`config.mk`:
```
export PLATFORM = sky130hd
export DESIGN_NAME = display_mux_johnson
export DESIGN_NICKNAME = d
export VERILOG_FILES = /design/src/rtl/clock_display_pkg.sv /design/src/rtl/johnson_digit_decode.sv /design/src/rtl/display_mux_johnson.sv
export SDC_FILE = /design/constraint.sdc
export NUM_CORES = 1
export LEC_CHECK = 0
export ABC_AREA = 1
export BUFFER_PORTS_ARGS = -buffer_cell sky130_fd_sc_hd__buf_4
export CORE_MARGIN = 4
export CORE_UTILIZATION = 58
export CTS_CLUSTER_DIAMETER = 100
export DETAILED_ROUTE_END_ITERATION = 10
export GPL_TIMING_DRIVEN = 0
export PLACE_DENSITY = 0.85
export SLEW_MARGIN = 25
export SYNTH_ARGS = -nofsm -noshare
export SYNTH_HDL_FRONTEND = slang
export SYNTH_SLANG_ARGS = --single-unit
```
`constraint.sdc`:
```
create_clock -name clk -period 7.3 [get_ports clk]
set_clock_uncertainty 0.1 [all_clocks]
set_input_delay 0.365 -clock clk [delete_from_list [all_inputs] [get_ports clk]]
set_output_delay 0.365 -clock clk [all_outputs]
set_load 0.01 [all_outputs]
```
`src/rtl/clock_display_pkg.sv`:
```
// clock_display_pkg: shared widths, slot order, segment patterns and Johnson code check
package clock_display_pkg;
  localparam int JOHNSON_W  = 10;
  localparam int NUM_DIGITS = 6;
  typedef enum logic [2:0] {SLOT_S0, SLOT_S1, SLOT_M0, SLOT_M1, SLOT_H0, SLOT_H1} slot_e;
  localparam logic [6:0] SEG_DASH  = 7'b0111111;
  localparam logic [6:0] SEG_BLANK = 7'b1111111;
  localparam logic [6:0] SEG_DIGIT [10] = '{
    7'b1000000, 7'b1111001, 7'b0100100, 7'b0110000, 7'b0011001,
    7'b0010010, 7'b0000010, 7'b1111000, 7'b0000000, 7'b0010000
  };
  function automatic logic johnson_valid(input logic [JOHNSON_W-1:0] c);
    return ((c & (c + JOHNSON_W'(1))) == '0) && (c != '1);
  endfunction
endpackage

```
`src/rtl/johnson_digit_decode.sv`:
```
// johnson_digit_decode: Johnson digit code to binary value plus validity
module johnson_digit_decode
  import clock_display_pkg::*;
(
  input  logic [JOHNSON_W-1:0] code_i,
  output logic [3:0]           value_o,
  output logic                 valid_o
);
  assign valid_o = johnson_valid(code_i);
  assign value_o = 4'($countones(code_i));
endmodule

```
`src/rtl/display_mux_johnson.sv`:
```
// display_mux_johnson: frame-snapshotted six-digit multiplexed 7-segment driver with ghosting guard
module display_mux_johnson
  import clock_display_pkg::*;
#(
  parameter int SCAN_DIV = 50000
) (
  input  logic                 clk,
  input  logic                 reset,
  input  logic [JOHNSON_W-1:0] H_in1_johnson,
  input  logic [JOHNSON_W-1:0] H_in0_johnson,
  input  logic [JOHNSON_W-1:0] M_in1_johnson,
  input  logic [JOHNSON_W-1:0] M_in0_johnson,
  input  logic [JOHNSON_W-1:0] S_in1_johnson,
  input  logic [JOHNSON_W-1:0] S_in0_johnson,
  input  logic                 reg_0_15s,
  input  logic                 reg_15_30s,
  input  logic                 reg_30_45s,
  input  logic                 reg_45_59s,
  input  logic                 blank_lz,
  output logic [6:0]           seg,
  output logic [5:0]           an,
  output logic                 dp,
  output logic                 code_err
);
  localparam int PW = $clog2(SCAN_DIV);
  logic [PW-1:0]        presc_q;
  slot_e                slot_q, slot_d;
  logic [JOHNSON_W-1:0] snap_q [NUM_DIGITS];
  logic [JOHNSON_W-1:0] live [NUM_DIGITS];
  logic [3:0]           quad_q;
  logic                 blank_lz_q, blank_q, blank_d;
  logic [6:0]           seg_q, seg_d;
  logic                 dp_q, dp_d, err_q, any_bad;
  logic                 tc, frame_start;
  logic [JOHNSON_W-1:0] sel_code;
  logic [3:0]           dec_val;
  logic                 dec_valid;
  assign live = '{S_in0_johnson, S_in1_johnson, M_in0_johnson, M_in1_johnson, H_in0_johnson, H_in1_johnson};
  assign tc          = presc_q == PW'(SCAN_DIV - 1);
  assign frame_start = tc && slot_q == SLOT_H1;
  // Outputs for the next slot are prepared at terminal count; slot 0 reads the values being snapshotted.
  always_comb begin
    slot_d   = slot_q == SLOT_H1 ? SLOT_S0 : slot_e'(slot_q + 3'd1);
    sel_code = slot_q == SLOT_H1 ? live[SLOT_S0] : snap_q[slot_d];
    dp_d     = slot_d < SLOT_H0 ? ~(slot_q == SLOT_H1 ? reg_0_15s : quad_q[slot_d[1:0]]) : 1'b1;
    blank_d  = slot_d == SLOT_H1 && blank_lz_q && dec_valid && dec_val == 4'd0;
    seg_d    = blank_d ? SEG_BLANK : !dec_valid ? SEG_DASH : SEG_DIGIT[dec_val];
    any_bad  = 1'b0;
    for (int i = 0; i < NUM_DIGITS; i++) any_bad |= !johnson_valid(live[i]);
  end
  johnson_digit_decode u_dec (
    .code_i  (sel_code),
    .value_o (dec_val),
    .valid_o (dec_valid)
  );
  // blank_q resets high so the pre-frame slot after reset never lights a digit.
  always_ff @(posedge clk or negedge reset) begin
    if (!reset) begin
      presc_q    <= '0;
      slot_q     <= SLOT_H1;
      snap_q     <= '{default: '0};
      quad_q     <= '0;
      blank_lz_q <= 1'b0;
      blank_q    <= 1'b1;
      seg_q      <= SEG_BLANK;
      dp_q       <= 1'b1;
      err_q      <= 1'b0;
    end else begin
      presc_q <= tc ? '0 : presc_q + PW'(1);
      if (tc) begin
        slot_q  <= slot_d;
        seg_q   <= seg_d;
        dp_q    <= dp_d;
        blank_q <= blank_d;
      end
      if (frame_start) begin
        snap_q     <= live;
        quad_q     <= {reg_45_59s, reg_30_45s, reg_15_30s, reg_0_15s};
        blank_lz_q <= blank_lz;
        err_q      <= any_bad;
      end
    end
  end
  assign an       = (presc_q == '0 || blank_q) ? '1 : ~(6'(1) << slot_q);
  assign seg      = seg_q;
  assign dp       = dp_q;
  assign code_err = err_q;
endmodule

```
# --- Word level (Yosys, flattened, before mapping) ---
# Memories as Yosys holds them, arrays and structs flattened.
# Index checks and enable logic that the tools add are counted.
word_totals:
  mem_count: 1
  elab_cells: 106
  rom_bits: 112
  in_bits: 67
  reg_bits: 94
  out_inout_bits: 15
memory_table:
  columns: ["memory", "depth", "width", "rd", "rd_clocked_by_memory_dff", "wr", "line_no", "text"]
  rows:
  - ["(no name shown)", 16, 7, 1, 0, 0, "display_mux_johnson.sv:47", "seg_d = blank_d ? SEG_BLANK : !dec_valid ? SEG_DASH : SEG_DIGIT[dec_val];"]
op_classes:
  eq_ne: 10
  magnitude_cmp: 4
  bitwise_logic: 16
  shifts: 1
  n_addsub: 18
  n_reduce_logical: 27
  n_mux: 15
op_table:
  columns: ["operator", "count"]
  rows:
  - ["$add A10 B1 Y10 const B", 7]
  - ["$and A10 B10 Y10", 7]
  - ["$logic_not A10 Y1", 7]
  - ["$ne A10 B10 Y1 const B", 7]
  - ["$bmux W10 S3", 1]
  - ["$mux W10", 3]
  - ["$mux W7", 4]
  - ["$add A16 B1 Y16 const B", 1]
  - ["$add A4 B4 Y4", 4]
  - ["$eq A16 B16 Y1 const B", 1]
  - ["$logic_not A16 Y1", 1]
  - ["$mux W16", 1]
  - ["$logic_and A1 B1 Y1", 11]
  - ["$add A1 B1 Y2", 5]
  - ["$eq A3 B3 Y1 const B", 2]
  - ["$logic_not A1 Y1", 6]
  - ["$mux W6", 1]
  - ["$not A6 Y6", 1]
  - ["$shl A1 B3 Y6 const A", 1]
  - ["$ge A5 B5 Y1 const B", 1]
  - ["$not A4 Y5", 1]
  - ["$or A1 B1 Y1", 5]
  - ["$ge A4 B4 Y1 const B", 1]
  - ["$logic_not A4 Y1", 1]
  - ["9 further kinds", 11]

# --- Longest topological paths before layout ---
# Gate-level depths: netlist (run 1).
logic_depth:
  ltp_word: 17
  mapped_depth: 27
  depth_no_buf: 25

# --- Modules after synthesis ---
# A second synthesis (run 1) with hierarchy kept.
unflattened:
  hier_cells: 754
  area_unflattened_um2: 5501.5
by_module_without_submodules:
  columns: ["module", "area_each_um2", "cells_each", "n_inst", "seq_area_each_um2"]
  rows:
  - ["display_mux_johnson", 5197.5, 711, 1, 2366.0]
  - ["johnson_digit_decode", 304.0, 43, 1, 0.0]

# --- Worst setup path before layout (run 1) ---
# OpenSTA, ideal clock, no wires.
synth_path:
  path_type: "register -> register"
  from: "register slot_q[0]"
  to: "register seg_q[3] (netlist: seg[3])"
  t_required_ns: 7.115
  slack_ns: 2.167
  arrival_time_ns: 4.949
  stages_incl_launch_ff: 27
  period_less_slack_ns: 5.133
  setup_time_ns: 0.085
  n_path_buf: 3
  cell_sequence: "dfstp_2 -> buf_4 -> buf_4 -> nand2_1 -> inv_1 -> ha_1 -> inv_1 -> clkbuf_1 -> nand3_1 -> nor2_1 -> nor2_1 -> a21oi_2 -> ha_1 -> inv_1 -> fa_1 -> fa_1 -> fa_1 -> fa_1 -> or2_2 -> nand2_1 -> inv_1 -> a21oi_1 -> inv_1 -> nor2_1 -> inv_1 -> a31oi_1 -> a21oi_1"
synth_between:
  elab_chain_cells: 17
  elab_cells_between_ends: 33
  classes_between: "11 x add/sub; 3 x eq/ne; 9 x mux; 3 x bitwise; 6 x reduce/logical; 1 x memory"
synth_lines:
  columns: ["element", "line_no", "text"]
  rows:
  - ["from (decl)", "display_mux_johnson.sv:27", "slot_e slot_q, slot_d;"]
  - ["from (signal assigned)", "display_mux_johnson.sv:71", "slot_q <= slot_d;"]
  - ["$add A3 B1 Y3 or $eq A3 B3 Y1 (tied branches)", "display_mux_johnson.sv:43, display_mux_johnson.sv:44", null]
  - ["$mux W3", "display_mux_johnson.sv:43", "slot_d = slot_q == SLOT_H1 ? SLOT_S0 : slot_e'(slot_q + 3'd1);"]
  - ["$not A3 Y4 (implied by the code)", "display_mux_johnson.sv:44", "sel_code = slot_q == SLOT_H1 ? live[SLOT_S0] : snap_q[slot_d];"]
  - ["$bmux W10 S3", "display_mux_johnson.sv:44", null]
  - ["$mux W10 (implied by the code) (2 in a row)", "display_mux_johnson.sv:44", null]
  - ["$mux W10", "display_mux_johnson.sv:44", null]
  - ["$add A1 B1 Y2 (implied by the code)", "johnson_digit_decode.sv:10", "assign value_o = 4'($countones(code_i));"]
  - ["$add A4 B4 Y4 (implied by the code) (3 in a row)", "johnson_digit_decode.sv:10", null]
  - ["$not A4 Y5 (implied by the code)", "display_mux_johnson.sv:47", null]
  - ["$mem_v2 Z16 W7", null, null]
  - ["$mux W7 (implied by the code) (2 in a row)", "display_mux_johnson.sv:47", null]
  - ["$mux W7", "display_mux_johnson.sv:47", null]
  - ["$mux W7 *", "display_mux_johnson.sv:47", null]
  - ["to (signal assigned)", "display_mux_johnson.sv:72", "seg_q <= seg_d;"]
  - ["to (decl)", "display_mux_johnson.sv:32", "logic [6:0] seg_q, seg_d;"]
# Every way passes the cells marked *; elsewhere a longest branch is shown, timed or not. The select of a mux whose other input is x is not followed.
# A chain may end at the register's enable or synchronous reset.

# --- Worst setup path in the final report (run 1) ---
layout_path:
  from: "register slot_q[0]"
  to: "register seg_q[5] (netlist: seg[5])"
# The elaborated chain is that of the path after synthesis.

==> results of run 1 <==
synth_stat cells, drive strengths merged:
library cell / instances
and3: 2
nor3: 9
nand3: 34
o21a: 1
o211ai: 2
or2: 2
a21o: 1
o221ai: 1
clkbuf: 15
nor2: 77
o22ai: 10
o21ai: 57
a31oi: 6
a221oi: 5
dfstp: 11
a2111oi: 1
nor4: 4
ha: 12
fa: 6
a21boi: 2
nand4: 8
inv: 102
a21oi: 23
nand3b: 1
xor2: 4
nand2: 269
buf: 15
dfrtp: 83
a211oi: 1
o31ai: 1
logic make-up after synthesis:
group	Yosys count
xor+xnor	4
buf+inv	132
fa+ha+maj	18
simple gates	406
flops	94
compound gates	111
final timing paths:
check	startpoint	end	slack, ns	depth (start not counted)
worst max-delay path	slot_q[0]	seg[5]	1.06	24
max in group asynchronous	reset	snap_q[23]	6.54	1
worst min-delay path	reset	presc_q[7]	-0.01	1
min in group clk	blank_lz	blank_lz_q	0.10	3
worst min register to register	seg[6]	seg[6]	0.37	2
worst max register to register	slot_q[0]	seg[5]	1.06	24
sequential cells by signal, summed over array words and instances, names as in the netlist:
name        flops
snap_q         60
presc_q        16
seg             7
quad_q          4
slot_q          3
blank_lz_q      1
blank_q         1
code_err        1
dp              1
through the flow:
| step | utilization, % | instances | total power [uW] | cell area, um^2 | hold slack [ns] |
|---|---|---|---|---|---|
| 3_5_place_dp | 68.0 | 975 | 596 | 6310 | 0.359 |
| 5_1_grt | 70.0 | 991 | 955 | 6500 | 0.0420 |
| 6_report | 70.0 | 991 | 924 | 6500 | -0.0134 |
| 4_1_cts | 70.0 | 991 | 925 | 6500 | 0.0243 |
| 2_1_floorplan | - | 765 | 544 | 5540 | -0.0306 |
| 3_3_place_gp | 67.9 | 975 | 594 | 6300 | 0.354 |
power groups by stage:
stage,Clock [uW],Sequential [uW],Combinational (uW)
after floorplan,0,531,13.6
after global placement,0,531,63.8
after detailed placement,0,531,64.9
after CTS,339,521,65.0
after global routing,363,521,71.3
final,338,521,65.2
area by class of cell:
| cell class | instances | area, um^2 |
|---|---|---|
| Sequential cell | 94 | 2370 |
| Timing Repair Buffer | 81 | 612 |
| Fill cell | 810 | 2780 |
| Clock inverter | 5 | 41.3 |
| Inverter | 102 | 383 |
| Buffer | 30 | 175 |
| Clock buffer | 11 | 151 |
| Multi-Input combinational cell | 539 | 2610 |
| Tap cell | 129 | 161 |
cells in the final DEF, fill, tap and decap left out, types with 3 or more instances in the layout:
cell type,instances
nand3_1,31
nand3_2,3
buf_6,6
dfrtp_1,83
nand4_1,8
o21ai_0,46
o21ai_1,9
inv_1,98
nor4_1,4
a31oi_1,6
o22ai_1,10
buf_4,86
clkbuf_1,15
xor2_1,4
dfstp_2,11
a221oi_1,5
nand2_2,3
nand2_1,264
clkbuf_8,11
ha_1,12
nor3_1,9
fa_1,6
a21oi_1,21
nor2_1,75
inv_2,4
routing by layer:
metal  share of wire [%]  vias up  track usage (%)
li1                    -     2601                -
met1                  42     2526             38.6
met2                  47      248             49.1
met3                 7.4       45             4.90
met4                 3.7        0             12.0
met5                   0        -                0
worst max-delay path: cells and delay by family (launching register included):
kind / cells / cell delay (ns)
AO/OA/AOI/OAI: 3 / 0.50
adder cells (fa/ha/maj): 6 / 2.26
buffers and inverters: 6 / 1.19
flip-flops: 1 / 0.59
AND/OR/NAND/NOR: 9 / 1.52
==> flow_summary.json, run 1 <==
{
  "outcome": "complete, but fails checks",
  "violations": "negative hold slack",
  "worst_slew_pin_slew_ns": 0.853,
  "grt_setup_unrepaired": "false",
  "ys_seq_area_share_pct": 42.7,
  "wl_per_cell_um": 16.3,
  "setup_viol": 0,
  "cts-root-buf": "clkbuf_8",
  "vias": 5420,
  "synth-compound-area-share_pct": 11.5,
  "synth-seq-cells": 94,
  "p_int_uw": 696,
  "hold_path_class": "primary input to asynchronous set/reset pin",
  "die-area_mm2": 0.0112,
  "drc": 0,
  "diodes": 0,
  "grt_pass1_vias": 5478,
  "ys_types": 43,
  "p_clk_share_pct": 36.6,
  "cts_hold_buffers": 0,
  "post-route-period-util_pct": 85.4,
  "synth_area_per_cell_um2": 7.24,
  "grt_pass1_wl_mm": 26.4,
  "antenna_found_initial": 0,
  "synthAdderAreaFrac_pct": 4.88,
  "place_hpwl_mm": 12.5,
  "track_usage_pct": 29.6,
  "cap_violations": 0,
  "synth_top_family_by_area": "simple AND/OR/NAND/NOR gates",
  "die_w_um": 106,
  "swShare_pct": 24.7,
  "cp.required_ns": 7.49,
  "crit_path_start_kind": "flip-flop",
  "yosysTopAreaCell": "dfrtp_1",
  "period_minus_slack_ns": 6.24,
  "clock_path_buffers": 2,
  "maxSlewViolCount": 0,
  "numCtsBuffers": 9,
  "cts.sinks": 94,
  "coreArea_mm2": 0.00928,
  "whs_ns": -0.0134,
  "path_max_fanout": 10,
  "syn_area_mm2": 0.00554,
  "grt_max_degree": 95,
  "rows": 35,
  "syn_nets": 850,
  "synth-simple-area-share_pct": 30.2,
  "p_sw_uw": 229,
  "dr.pass1.iters": 5,
  "max-slew-margin-rel_pct": 43.1,
  "io_buffers": 81,
  "preCtsSetupSlack_ns": 1.20,
  "cp_slowest_cell": "dfstp_2",
  "synth_xor_area_share_pct": 0.633,
  "tritoncts": "done",
  "setup_tns_ns": 0,
  "postCtsSetupBuffers": 0,
  "die_h_um": 106,
  "ys_top_cells_by_area": "dfrtp_1 (38%), nand2_1 (18%), inv_1 (6.6%)",
  "synthMuxAreaShare_pct": 0,
  "htreeDepth": 3,
  "gp_congestion": 0.965,
  "areaGrowthSynthToFinish_pct": 17.5,
  "clkLatencyLatePin_ns": 0.36,
  "cts_resized": 0,
  "netlist_instances": 765,
  "final_hold_viol_count": 20,
  "power_frac_seq_pct": 56.3,
  "drive_above_1_share_pct": 16.4,
  "worstSetupPathType": "flip-flop to flip-flop",
  "grt-ovfl-total": 0,
  "worst_slack_ns": 1.06,
  "combPwrFrac_pct": 7.1,
  "ir_drop_uv": 87.4,
  "ios": 82,
  "cp_cell_sequence": "buf_4 > buf_4 > nand2_1 > inv_1 > ha_1 > inv_1 > clkbuf_1 > nand3_1 > nor2_1 > nor2_1 > a21oi_2 > ha_1 > inv_1 > fa_1 > fa_1 > fa_1 > fa_1 > nand2_1 > nand2_1 > nor2_1 > nand2_1 > nor3_1 > a31oi_1 > a21oi_1",
  "yosys_warnings": 0,
  "power_density_mw_per_mm2": 142,
  "via_per_inst": 5.47,
  "fmax_mhz": 160,
  "cp.arrival_ns": 6.43,
  "crit_path_end_kind": "flip-flop",
  "cpPeakStageDelay_ns": 0.59,
  "drtIter0Drc": 472,
  "start_util_pct": 59.6,
  "final_antenna_net_count": 0,
  "yosysTopAreaCellShare_pct": 37.5,
  "p_leak_uw": 0.00346,
  "cts.reportedPaths.clkPinSlew_ns": 0.10,
  "nets": 942,
  "routed_wl_mm": 16.1
}
No activity file was read; power rests on OpenSTA's default activity.
==> inputs of run 2 (changes only) <==
ABC_AREA = unset   (was 1)
==> run 2 against run 1 <==
The run still ends with negative hold slack left. Register-to-register slack got worse by 0.33 ns. Sequential power increased by 5.0%. First-iteration DRC count decreased by 25%. Worst setup slack got worse by 0.33 ns. Worst hold slack got worse by 0.028 ns. Via count decreased by 14%. Combinational power increased to 3.7 times the previous value. Global-route usage decreased by 2.4 points. Maximum frequency decreased by 5.1%. Cell count decreased by 22%. Clock power increased by 4%. Power increased by 23%.
==> flow_summary.json, run 2 <==
{
  "cts_hold_buffers": 0,
  "tritoncts": "done",
  "outcome": "complete, but fails checks",
  "synth_area_per_cell_um2": 10.2,
  "drtIter0Drc": 352,
  "cp_cell_sequence": "buf_6 > buf_4 > inv_1 > ha_1 > buf_2 > buf_2 > nand2_1 > o21ai_0 > a21oi_1 > a311oi_1 > ha_1 > inv_1 > fa_1 > fa_1 > fa_1 > fa_1 > clkbuf_1 > nand2_1 > nor3_1 > nor2_1 > a21oi_1",
  "cpPeakStageDelay_ns": 0.54,
  "regToRegStartpoint": "slot_q[2]",
  "place_hpwl_mm": 11.3,
  "synth-async-reset-ratio_pct": 100,
  "track_usage_pct": 27.2,
  "gp_congestion": 0.970,
  "use_met3_pct": 5.63,
  "ys_seq_area_share_pct": 42.6,
  "yosys_warnings": 0,
  "die-area_mm2": 0.0112,
  "syn_area_mm2": 0.00556,
  "whs_ns": -0.0419,
  "worstSetupPathType": "flip-flop to flip-flop",
  "synth-seq-cells": 94,
  "worst_slack_ns": 0.729,
  "setup_viol": 0,
  "p_leak_uw": 0.00291,
  "cp_slowest_cell": "dfstp_2",
  "global_route.usage.met2_pct": 45.1,
  "busiest_layer": "met2",
  "reg2reg_depth": 21,
  "most-common-layout-cells": "dfrtp_1 (83), buf_4 (82), nand2_1 (64)",
  "grt_max_degree": 95,
  "post-route-period-util_pct": 90.0,
  "grt_util_met1_pct": 34.4,
  "grt_setup_unrepaired": "false",
  "synth_ff_type": "dfrtp_1",
  "cap_violations": 0,
  "clkLatencyLatePin_ns": 0.36,
  "path_max_fanout": 10,
  "max-slew-margin-rel_pct": 43.9,
  "grt_pass1_wl_mm": 24.0,
  "die_w_um": 106,
  "final_hold_viol_count": 27,
  "ios": 82,
  "crit_path_end_kind": "flip-flop",
  "r2r_slack_ns": 0.73,
  "nets": 724,
  "ir_drop_uv": 90.3,
  "die_h_um": 106,
  "start_util_pct": 59.9,
  "syn_nets": 632,
  "period_minus_slack_ns": 6.57,
  "htreeDepth": 3,
  "preCtsSetupSlack_ns": 0.868,
  "rows": 35,
  "setup_tns_ns": 0,
  "diodes": 0,
  "cts.reportedPaths.clkPinSlew_ns": 0.09,
  "placed_cells": 757,
  "ys_top_cells_by_area": "dfrtp_1 (37%), mux2_2 (12%), dfstp_2 (5.2%)",
  "drc": 0,
  "synth_edf_count": 0,
  "postCtsSetupBuffers": 0,
  "cp.arrival_ns": 6.75,
  "numCtsBuffers": 9,
  "top_register": "snap_q",
  "vias": 4659,
  "synth.top_cells.by_count": "dfrtp_1 (83), nand2_1 (64), mux2_2 (57)",
  "violations": "negative hold slack",
  "finalNonFillerCells": 772,
  "grt-ovfl-total": 0,
  "startpoint": "slot_q[2]",
  "maxSlewViolCount": 0,
  "cts-root-buf": "clkbuf_8",
  "final_antenna_net_count": 0,
  "areaGrowthSynthToFinish_pct": 17.5,
  "crit_path_start_kind": "flip-flop",
  "antenna_found_initial": 0,
  "ys_types": 75,
  "via_per_inst": 6.03,
  "yosysTopAreaCellShare_pct": 37.4,
  "largest_reg_flops": 60,
  "cp.required_ns": 7.48,
  "coreArea_mm2": 0.00928,
  "yosysMostFrequentCell": "dfrtp_1",
  "dr.pass1.iters": 6,
  "crit_top_cell": "fa_1",
  "fmax_mhz": 152,
  "hold_path_class": "primary input to asynchronous set/reset pin",
  "clock_path_buffers": 2,
  "power_density_mw_per_mm2": 174,
  "cts.sinks": 94,
  "io_buffers": 81,
  "final_common_cell": "dfrtp_1",
  "yosysTopAreaCell": "dfrtp_1",
  "netlist_instances": 547,
  "routed_wl_mm": 14.7,
  "fill_cells": 729,
  "cts_resized": 0,
  "wl_per_cell_um": 19.1,
  "grt_pass1_vias": 4860,
  "worst_slew_pin_slew_ns": 0.842,
  "drive_above_1_share_pct": 30.9
}
[run 2: per-stage QoR]
stage	utilization, %	instance area [um^2]	hold slack, ns	power [uW]
after CTS	70.3	6530	0.00440	1140
final	70.3	6530	-0.0419	1140
after global placement	68.1	6330	0.365	780
after global routing	70.3	6530	0.0370	1200
after detailed placement	68.2	6330	0.380	792
after floorplan	-	5560	-0.0306	709
[run 2: logic make-up after synthesis]
logic type                 count (synthesis)  share of synthesized area [%]
and+or+nand+nor                          171                           15.0
AOI/OAI and AO/OA                        115                           14.9
DFF                                       94                           42.6
muxes                                     69                           13.9
buffers and inverters                     61                           5.70
adders and majority gates                 19                           5.04
xor gates and xnor gates                  18                           2.84
[run 2: per-layer routing]
metal  up-vias  wire [um]
li1       2112          -
met1      2284       6040
met2       217       7060
met3        46       1010
met4         0        606
met5         -          0
[run 2: path summary, 6_finish.rpt]
kind | end
max | seg[0]
min | presc_q[7]
max reg2reg | seg[0]
min reg2reg | snap_q[0]
max in group asynchronous | quad_q[0]
min in group clk | quad_q[1]
[run 2: power breakdown]
group | switching, uW | internal, uW
clock network | 185 | 168
logic | 131 | 107
registers | 10.7 | 536
[run 2: critical path: cells and delay by family, from the launching register on]
| kind | cells | cell delay [ns] |
|---|---|---|
| adders and majority gates | 6 | 2.54 |
| buffers and inverters | 7 | 1.38 |
| AOI/OAI and AO/OA | 4 | 0.99 |
| and+or+nand+nor | 4 | 0.96 |
| DFF | 1 | 0.54 |
[run 2: area by class of cell]
class / instances / area [um^2] / share of cell area [%]
plain buffers: 26 / 183 / 2.80
clock buffers: 11 / 141 / 2.17
clock inverters: 4 / 55.1 / 0.844
inverters: 35 / 134 / 2.05
multi-input cells: 392 / 2870 / 44.0
flip-flops and latches: 94 / 2370 / 36.3
well taps: 129 / 161 / 2.47
repair buffers: 81 / 612 / 9.38
